## src/rtl/bch_bm_solver.sv

```systemverilog
`default_nettype none
// ============================================================================
// Module      : bch_bm_solver
// Description : Inversionless Berlekamp-Massey error-locator solver for binary
//               BCH codes over GF(2^6), GF(2^8) and GF(2^10).
//               Optional macro BCH_BM_FAIL_CHECK_EN adds a locator degree check.
// Revision    : 1.0
// ============================================================================
module bch_bm_solver #(
  parameter int T_MAX = 4,
  parameter int M_MAX = 10
) (
  input  logic                         clk,
  input  logic                         rstn,
  input  logic                         start,
  input  logic [3:0]                   t,
  input  logic [3:0]                   m,
  input  logic [2*T_MAX*M_MAX-1:0]     syndromes,
  output logic                         busy,
  output logic                         done,
  output logic [(T_MAX+1)*M_MAX-1:0]   lambda,
  output logic [2:0]                   deg,
  output logic                         fail
);

  localparam int NS = 2 * T_MAX;
  localparam int NL = T_MAX + 1;

  localparam logic [1:0] ST_IDLE   = 2'd0;
  localparam logic [1:0] ST_DELTA  = 2'd1;
  localparam logic [1:0] ST_UPDATE = 2'd2;
  localparam logic [1:0] ST_FINISH = 2'd3;

  localparam logic [1:0] F_NONE = 2'd0;
  localparam logic [1:0] F_M6   = 2'd1;
  localparam logic [1:0] F_M8   = 2'd2;
  localparam logic [1:0] F_M10  = 2'd3;

  localparam logic [M_MAX-1:0] MASK6  = M_MAX'((1 << 6) - 1);
  localparam logic [M_MAX-1:0] MASK8  = M_MAX'((1 << 8) - 1);
  localparam logic [M_MAX-1:0] MASK10 = M_MAX'((1 << 10) - 1);
  localparam logic [M_MAX-1:0] POLY6  = M_MAX'(6'h03);
  localparam logic [M_MAX-1:0] POLY8  = M_MAX'(8'h1D);
  localparam logic [M_MAX-1:0] POLY10 = M_MAX'(10'h009);
  localparam logic [M_MAX-1:0] ONE    = M_MAX'(1);

  function automatic logic [M_MAX-1:0] gf_xtime(input logic [M_MAX-1:0] p,
                                                 input logic [1:0]       fsel);
    logic [M_MAX:0]   s;
    logic [M_MAX-1:0] res;
    s = {p, 1'b0};
    case (fsel)
      F_M6:    res = (s[M_MAX-1:0] & MASK6)  ^ (s[6]  ? POLY6  : '0);
      F_M8:    res = (s[M_MAX-1:0] & MASK8)  ^ (s[8]  ? POLY8  : '0);
      F_M10:   res = (s[M_MAX-1:0] & MASK10) ^ (s[10] ? POLY10 : '0);
      default: res = s[M_MAX-1:0];
    endcase
    return res;
  endfunction

  function automatic logic [M_MAX-1:0] gf_mul(input logic [M_MAX-1:0] a,
                                               input logic [M_MAX-1:0] b,
                                               input logic [1:0]       fsel);
    logic [M_MAX-1:0] acc;
    logic [M_MAX-1:0] p;
    acc = '0;
    p   = a;
    for (int i = 0; i < M_MAX; i++) begin
      if (b[i]) acc = acc ^ p;
      p = gf_xtime(p, fsel);
    end
    return acc;
  endfunction

  logic [1:0]       state_q, state_d;
  logic [M_MAX-1:0] syn_q    [NS];
  logic [M_MAX-1:0] syn_d    [NS];
  logic [M_MAX-1:0] lambda_q [NL];
  logic [M_MAX-1:0] lambda_d [NL];
  logic [M_MAX-1:0] b_q      [NL];
  logic [M_MAX-1:0] b_d      [NL];
  logic [M_MAX-1:0] gamma_q, gamma_d;
  logic [M_MAX-1:0] delta_q, delta_d;
  logic [2:0]       l_q, l_d;
  logic [3:0]       r_q, r_d;
  logic [3:0]       t_q, t_d;
  logic [1:0]       fsel_q, fsel_d;
  logic             fail_q, fail_d;

  logic [M_MAX-1:0] delta_w;
  logic [M_MAX-1:0] m_mask;
  logic [3:0]       t_eff;
  logic [1:0]       fsel_in;
  logic             chk_w;

  // State register
  always_ff @(posedge clk) begin
    if (!rstn) state_q <= ST_IDLE;
    else       state_q <= state_d;
  end

  // Next-state logic
  always_comb begin
    state_d = state_q;
    case (state_q)
      ST_IDLE:   if (start) state_d = (t_eff == 4'd0) ? ST_FINISH : ST_DELTA;
      ST_DELTA:  state_d = ST_UPDATE;
      ST_UPDATE: state_d = ((r_q + 4'd1) < t_q) ? ST_DELTA : ST_FINISH;
      default:   state_d = ST_IDLE;
    endcase
  end

  // Output logic
  always_comb begin
    busy = (state_q != ST_IDLE);
    done = (state_q == ST_FINISH);
  end

  always_comb begin
    t_eff = (int'(t) > T_MAX) ? 4'(T_MAX) : t;
    for (int i = 0; i < M_MAX; i++) m_mask[i] = (i < int'(m));
    case (m)
      4'd6:    fsel_in = F_M6;
      4'd8:    fsel_in = F_M8;
      4'd10:   fsel_in = F_M10;
      default: fsel_in = F_NONE;
    endcase
  end

  // Discrepancy: sum of lambda_j * S_(2r+1-j), terms with index <= 0 dropped
  always_comb begin
    delta_w = '0;
    for (int j = 0; j < NL; j++) begin
      int k;
      k = 2 * int'(r_q) + 1 - j;
      if (k >= 1 && k <= NS) delta_w = delta_w ^ gf_mul(lambda_q[j], syn_q[k-1], fsel_q);
    end
  end

  always_comb begin
    syn_d    = syn_q;
    lambda_d = lambda_q;
    b_d      = b_q;
    gamma_d  = gamma_q;
    delta_d  = delta_q;
    l_d      = l_q;
    r_d      = r_q;
    t_d      = t_q;
    fsel_d   = fsel_q;
    case (state_q)
      ST_IDLE: begin
        if (start) begin
          for (int i = 0; i < NS; i++) syn_d[i] = syndromes[(i+1)*M_MAX-1 -: M_MAX] & m_mask;
          for (int j = 0; j < NL; j++) begin
            lambda_d[j] = (j == 0) ? ONE : '0;
            b_d[j]      = (j == 0) ? ONE : '0;
          end
          gamma_d = ONE;
          delta_d = '0;
          l_d     = 3'd0;
          r_d     = 4'd0;
          t_d     = t_eff;
          fsel_d  = fsel_in;
        end
      end
      ST_DELTA: delta_d = delta_w;
      ST_UPDATE: begin
        r_d = r_q + 4'd1;
        // Unsupported fields leave the locator at 1 so the fixed result falls out naturally
        if (fsel_q != F_NONE) begin
          lambda_d[0] = gf_mul(gamma_q, lambda_q[0], fsel_q);
          for (int j = 1; j < NL; j++)
            lambda_d[j] = gf_mul(gamma_q, lambda_q[j], fsel_q) ^ gf_mul(delta_q, b_q[j-1], fsel_q);
          if (delta_q != '0 && {1'b0, l_q} <= r_q) begin
            b_d[0] = '0;
            for (int j = 1; j < NL; j++) b_d[j] = lambda_q[j-1];
            gamma_d = delta_q;
            l_d     = 3'({r_q, 1'b1} - {2'b00, l_q});
          end else begin
            b_d[0] = '0;
            b_d[1] = '0;
            for (int j = 2; j < NL; j++) b_d[j] = b_q[j-2];
          end
        end
      end
      default: ;
    endcase
  end

`ifdef BCH_BM_FAIL_CHECK_EN
  int hi_w;
  always_comb begin
    hi_w = 0;
    for (int j = 0; j < NL; j++) if (lambda_d[j] != '0) hi_w = j;
    chk_w = ({1'b0, l_d} > t_d) || (hi_w != int'(l_d));
  end
`else
  assign chk_w = 1'b0;
`endif

  // The fail flag is resolved on entry to FINISH from the final locator values
  always_comb begin
    fail_d = fail_q;
    if (state_q == ST_IDLE && start) fail_d = 1'b0;
    if (state_d == ST_FINISH)        fail_d = (fsel_d == F_NONE) | chk_w;
  end

  always_ff @(posedge clk) begin
    if (!rstn) begin
      for (int i = 0; i < NS; i++) syn_q[i] <= '0;
      for (int j = 0; j < NL; j++) begin
        lambda_q[j] <= (j == 0) ? ONE : '0;
        b_q[j]      <= '0;
      end
      gamma_q <= '0;
      delta_q <= '0;
      l_q     <= 3'd0;
      r_q     <= 4'd0;
      t_q     <= 4'd0;
      fsel_q  <= F_NONE;
      fail_q  <= 1'b0;
    end else begin
      syn_q    <= syn_d;
      lambda_q <= lambda_d;
      b_q      <= b_d;
      gamma_q  <= gamma_d;
      delta_q  <= delta_d;
      l_q      <= l_d;
      r_q      <= r_d;
      t_q      <= t_d;
      fsel_q   <= fsel_d;
      fail_q   <= fail_d;
    end
  end

  generate
    for (genvar j = 0; j < NL; j++) begin : g_lambda
      assign lambda[(j+1)*M_MAX-1 -: M_MAX] = lambda_q[j];
    end
  endgenerate

  assign deg  = l_q;
  assign fail = fail_q;

endmodule
`default_nettype wire

```

## config.mk

```make
export PLATFORM = sky130hd
export DESIGN_NAME = bch_bm_solver
export DESIGN_NICKNAME = d
export VERILOG_FILES = /design/src/rtl/bch_bm_solver.sv
export SDC_FILE = /design/constraint.sdc
export NUM_CORES = 2
export LEC_CHECK = 0
export BUFFER_PORTS_ARGS = -buffer_cell sky130_fd_sc_hd__buf_2
export CAP_MARGIN = 30
export CORE_MARGIN = 2
export CORE_UTILIZATION = 65
export CTS_BUF_LIST = sky130_fd_sc_hd__clkbuf_8 sky130_fd_sc_hd__clkbuf_16
export DETAILED_ROUTE_END_ITERATION = 6
export PLACE_DENSITY_LB_ADDON = 0.05
export SYNTH_ARGS = -nofsm -noshare
export SYNTH_HDL_FRONTEND = slang
export SYNTH_SLANG_ARGS = --single-unit
```

## constraint.sdc

```tcl
create_clock -name clk -period 5.5 [get_ports clk]
set_input_delay 0.825 -clock clk [delete_from_list [all_inputs] [get_ports clk]]
set_output_delay 0.825 -clock clk [all_outputs]
set_load 0.05 [all_outputs]
```

# Word-level counts from Yosys, hierarchy flattened
# Index checks and enable logic that the tools add are counted.
word_totals:
  regBits: 206
op_classes:
  bitwise: 336
  magnitude_cmp: 28
  n_eq_ne: 13
  add_sub_neg: 11
  n_mux: 748
  reduce_logical: 21
op_table:
  columns: ["op", "n"]
  rows:
  - ["$mux 10", 467]
  - ["$pmux 10 s3", 63]
  - ["$xor 10x10->10", 134]
  - ["$xor 10x4->10", 63]
  - ["$xor 8x5->8", 63]
  - ["$xor 6x2->6", 62]
  - ["$mux 5", 63]
  - ["$mux 4", 65]
  - ["$pmux 50 s2", 2]
  - ["$ge 32x4->1 const B", 5]
  - ["$not 32->32", 5]
  - ["$bmux 10 s3", 5]
  - ["$mux 50", 3]
  - ["$mux 2", 68]
  - ["$ge 32x2->1 const B", 4]
  - ["$le 32x5->1 const B", 4]
  - ["$sub 32x2->32 const B", 4]
  - ["$and 10x10->10", 8]
  - ["$sub 32x3->32 const B", 2]
  - ["$mux 40", 1]
  - ["$pmux 10 s2", 2]
  - ["$lt 3x4->1 const A", 4]
  - ["$pmux 2 s3", 2]
  - ["$eq 2x2->1 const B", 5]
  - ["30 further kinds", 53]

# Depth between registers and ports, before layout
logic_depth:
  ltp_word: 52
  mapped_depth: 23
  ltp_nobuf: 17

# Worst setup path after synthesis
# OpenSTA, ideal clock, no wires.
synth_timing:
  kind: "reg2reg"
  from: "reg r_q[1]"
  to: "reg delta_q[1]"
  arrival_time_ns: 4.614
  path_stages_with_launch: 22
  path_buffers: 7
  setup_time_ns: 0.117
  t_required_ns: 5.383
  setup_slack_ns: 0.768
  cell_sequence: "dfxtp_1 buf_2 buf_2 buf_2 inv_1 ha_1 buf_2 buf_4 buf_6 buf_6 mux2_2 mux2i_1 a21oi_1 xnor2_1 xnor2_1 xnor2_1 xnor2_1 xnor2_1 xnor2_1 nand2_1 xnor3_1 a32o_1"
synth_between:
  elab_chain_cells: 45
  elab_cells_between_ends: 198
  cone_classes: "add/sub: 9; order compare: 10; mux: 120; bitwise: 54; reduce/logical: 5"
synth_lines:
  columns: ["element", "line", "text"]
  rows:
  - ["start, declared", "85", "logic [3:0] r_q, r_d;"]
  - ["start signal, assigned", "229", "r_q <= r_d;"]
  - ["$add 5x1->6 *", "135", "k = 2 * int'(r_q) + 1 - j;"]
  - ["$sub 32x2->32", "135, 136", null]
  - ["$sub 32x2->32", "136", "if (k >= 1 && k <= NS) delta_w = delta_w ^ gf_mul(lambda_q[j], syn_q[k-1], fsel_q);"]
  - ["$not 32->32 (implied by the code)", "136", null]
  - ["$bmux 10 s3", "136", null]
  - ["$mux 10 (implied by the code) (2 in a row)", "136", null]
  - ["$mux 10", "69", "if (b[i]) acc = acc ^ p;"]
  - ["$mux 10", "136", null]
  - ["[28 not listed]", null, null]
  - ["$mux 10", "136", null]
  - ["$xor 10x10->10", "136", null]
  - ["$mux 10", "136", null]
  - ["$xor 10x10->10", "136", null]
  - ["$mux 10", "136", null]
  - ["$xor 10x10->10", "136", null]
  - ["$mux 10 *", "136", null]
  - ["$pmux 10 s2 *", "150", "case (state_q)"]
  - ["end signal, assigned", "227", "delta_q <= delta_d;"]
  - ["end, declared", "83", "logic [M_MAX-1:0] delta_q, delta_d;"]
# Every way passes the cells marked *; elsewhere a longest branch is shown, timed or not. The select of a mux whose other input is x is not followed.
# A chain may end at the register's enable or synchronous reset.

# Worst setup path in the final report
layout_timing:
  from: "reg fsel_q[1]"
  to: "reg lambda_q, in the netlist lambda[14]"
layout_between:
  elab_chain_cells: 45
  elab_cells_between_ends: 223
  cone_classes: "eq/ne: 4; mux: 150; bitwise: 67; reduce/logical: 2"
layout_lines:
  columns: ["element", "line", "text"]
  rows:
  - ["start, declared", "87", "logic [1:0] fsel_q, fsel_d;"]
  - ["start signal, assigned", "231", "fsel_q <= fsel_d;"]
  - ["$eq 2x2->1 or $eq 2x1->1 (tied branches)", "52", "case (fsel)"]
  - ["$pmux 10 s3", "52", null]
  - ["$mux 10", "170", "if (fsel_q != F_NONE) begin"]
  - ["$mux 10", "150", null]
  - ["$mux 4, or another cell as far along", "55", "F_M10: res = (s[M_MAX-1:0] & MASK10) ^ (s[10] ? POLY10 : '0);"]
  - ["$xor 10x4->10, or another cell as far along", "55", null]
  - ["$pmux 10 s3 or $mux 10 (tied branches)", "52, 170", null]
  - ["$mux 10 (on tied branches)", "170, 150", null]
  - ["[29 not listed]", null, null]
  - ["$mux 10", "150", null]
  - ["$xor 10x10->10", "69", null]
  - ["$mux 10", "69", null]
  - ["$mux 10", "170", null]
  - ["$mux 10", "150", null]
  - ["$xor 10x10->10", "173", "lambda_d[j] = gf_mul(gamma_q, lambda_q[j], fsel_q) ^ gf_mul(delta_q, b_q[j-1], fsel_q);"]
  - ["$mux 50", "170", null]
  - ["$pmux 50 s2", "150", null]
  - ["end signal, assigned by index", "212", "lambda_q[j] <= (j == 0) ? ONE : '0;"]
  - ["end signal, assigned", "224", "lambda_q <= lambda_d;"]
  - ["end, declared", "78", "logic [M_MAX-1:0] lambda_q [NL];"]
# Parallel ways exist; a longest one is shown, timed or not. The select of a mux whose other input is x is not followed.

==> impl_metrics.json <==
{
  "final_layout_size_suffix_gt1_share_pct": 11.1,
  "hold_violations": 0,
  "synthToLayoutAreaGrowth_pct": 5.40,
  "maxCapViolCount": 0,
  "fin_crit_ns": 4.91,
  "tns_ns": 0,
  "yosysTopAreaCell": "xnor2_1",
  "hold_path.startpoint": "t_q[1]",
  "die_area_sq_um": 61400,
  "clkLatencyLatePin_ns": 0.53,
  "cts-resized-gates": 0,
  "clk_pin_slew_worst_paths_ns": 0.10,
  "final_core_util_pct": 69.2,
  "first_pass_iters": 7,
  "wl_per_cell_um": 26.3,
  "dp_hpwl_mm": 116,
  "max_slew.worst_pin.slew_ns": 1.05,
  "regToRegStartpoint": "fsel_q[1]",
  "multi_input_comb_area_sq_um": 32300,
  "syn_nets": 5601,
  "seqPwrFrac_pct": 37.4,
  "synth_area_leaders": "xnor2_1 (25%), nand2_1 (13%), dfxtp_1 (10%)",
  "ant_nets": 0,
  "drc": 22,
  "drt-vias-per-instance": 6.68,
  "endpoint_kind": "flip-flop",
  "row_count": 89,
  "clock_path_buffers": 2,
  "die_h_um": 248,
  "nets": 5498,
  "internal_power_mw": 2.45,
  "grt_util_all_layers_pct": 51.6,
  "yosys-top-cells-count": "nand2_1 (1382), xnor2_1 (1088), nor2_1 (286)",
  "grt_pass1_vias": 37592,
  "clockRootBuffer": "clkbuf_16",
  "h-tree-depth": 4,
  "switchingPower_mw": 1.66,
  "rsz0062_at_grt": "false",
  "synth_warnings": 0,
  "cts_buffers": 17,
  "swShare_pct": 40.4,
  "wirelength_mm": 163,
  "power_density_nw_per_um2": 101,
  "fmax_mhz": 204,
  "clock-sinks": 197,
  "synth_seq_cells": 197,
  "coreArea_sq_um": 58900,
  "gp_congestion": 1.08,
  "power_frac_comb_pct": 25.5,
  "ir_drop_uv": 263,
  "setup-violations-final": 0,
  "clockPowerShare_pct": 37.1,
  "hold_buffers": 0,
  "synth_ff_type": "dfxtp_1",
  "seq_area_sq_um": 3970,
  "syn-cell-area_sq_um": 38700,
  "yosysMostFrequentCell": "nand2_1",
  "yosysUniqueCellTypes": 110,
  "cts_tree": "yes",
  "netlist_instances": 5492,
  "top_level_ports": 147,
  "async_reset_ff_share_pct": 0,
  "worst-path-max-fanout": 30,
  "portBuffers": 146,
  "final_max_slew_viol_count": 0,
  "violations": "DRC",
  "critPathLaunchType": "flip-flop",
  "dr.first_iter.drc_count": 6510,
  "antenna_found_initial": 1,
  "period_share_pct": 89.3,
  "grt_max_degree": 101,
  "finClkSkew_ns": 0.0254,
  "synth_top_area_share_pct": 24.7,
  "relSlewSlack_pct": 30.3,
  "postCtsSetupRepairBufs": 0,
  "power_mw": 4.12,
  "grt_pass1_wl_mm": 238,
  "path_class": "flip-flop to flip-flop",
  "holdCritPathClass": "flip-flop to flip-flop",
  "synth_edf_count": 0,
  "cp_data_required_time_ns": 5.90,
  "status": "finished, violations left",
  "initial_core_util_pct": 65.6,
  "routed-via-count": 41299,
  "fillerInstances": 5207,
  "startpoint": "fsel_q[1]",
  "yosysSeqAreaShare_pct": 10.2,
  "arrival_ns": 5.31,
  "die_x_um": 248,
  "gr-total-overflow": 0,
  "syn_area_per_cell_sq_um": 7.04,
  "leakage_nw": 13.3
}
==> worst max-delay path, cell delays in order, from the launching register on <==
cell and delay (ns):
dfxtp_4 0.69, nand2b_2 0.56, buf_4 0.52, o22ai_1 0.34, nand3_1 0.18, or4b_1 0.46, o211ai_2 0.13, xor2_2 0.57
nand2_1 0.15, xnor3_1 0.37, nor2_1 0.17, xnor2_1 0.12, a41o_1 0.26, a21o_1 0.17
==> state kept, by name, summed over array words and instances, names as in the netlist <==
register / count
b_q: 31
deg: 3
delta_q: 10
fail: 1
fsel_q: 2
gamma_q: 10
lambda: 50
r_q: 4
state_q: 2
syn_q: 80
t_q: 4
==> power groups by stage <==
stage / logic (mW) / registers (mW) / clock network (mW)
after floorplan: 0.655 / 1.53 / 0
after global placement: 0.978 / 1.56 / 0
after detailed placement: 0.991 / 1.57 / 0
after CTS: 0.993 / 1.53 / 1.52
after global routing: 1.08 / 1.54 / 1.57
final: 1.05 / 1.54 / 1.53
==> area by class of cell <==
| class | count | share of cell area, % |
|---|---|---|
| Timing Repair Buffer | 378 | 6.48 |
| Inverter | 49 | 0.461 |
| Antenna cell | 4 | 0.0246 |
| Clock inverter | 15 | 0.584 |
| Tap cell | 773 | 2.37 |
| Clock buffer | 17 | 1.04 |
| Multi-Input combinational cell | 4746 | 79.3 |
| Sequential cell | 197 | 9.74 |
==> routing by layer <==
metal	GRT usage, %	vias up	part of all wire [%]
met5	0.715	-	0.051
met3	19.8	830	16
li1	-	17934	-
met2	73.5	3355	41
met4	30.2	4	6.7
met1	65.9	19176	37
==> through the flow <==
step	cell area (sq um)	hold WS (ns)	cells	worst slack, ns
2_1_floorplan	38700	0.437	5492	0.768
3_3_place_gp	40000	0.458	6140	0.871
3_5_place_dp	40000	0.464	6142	0.883
4_1_cts	40700	0.479	6174	0.822
5_1_grt	40700	0.506	6175	0.442
6_report	40700	0.476	6179	0.587
==> cell usage in the layout (no fill, tap or decap), drive strengths merged, types with 29 or more instances in the layout <==
master     n
nor3b     29
xnor2   1100
dfxtp    197
xor2     244
nand3    128
mux2i     78
mux4      39
inv       60
nand2   1382
o22ai     38
nor3      42
o211ai    44
and2      41
buf      378
o21ai    221
xnor3     85
nor2b    154
nand2b    41
mux2      42
nand3b    32
a21boi    57
a21oi    164
a22oi    127
nor2     286
==> kinds of logic after synthesis <==
logic type               share of synthesized area (%)
AND/OR/NAND/NOR                                   25.6
XOR/XNOR                                          36.1
AO/OA/AOI/OAI                                     15.5
buffers and inverters                             6.49
flip-flops                                        10.2
multiplexers                                      5.52
adder cells (fa/ha/maj)                          0.583
==> worst paths after layout <==
| kind | cells after the start | end | slack (ns) |
|---|---|---|---|
| min reg2reg | 2 | t_q[1] | 0.48 |
| max | 13 | lambda[14] | 0.59 |
| min | 2 | t_q[1] | 0.48 |
| max reg2reg | 13 | lambda[14] | 0.59 |
No activity file was read; power rests on OpenSTA's default activity.
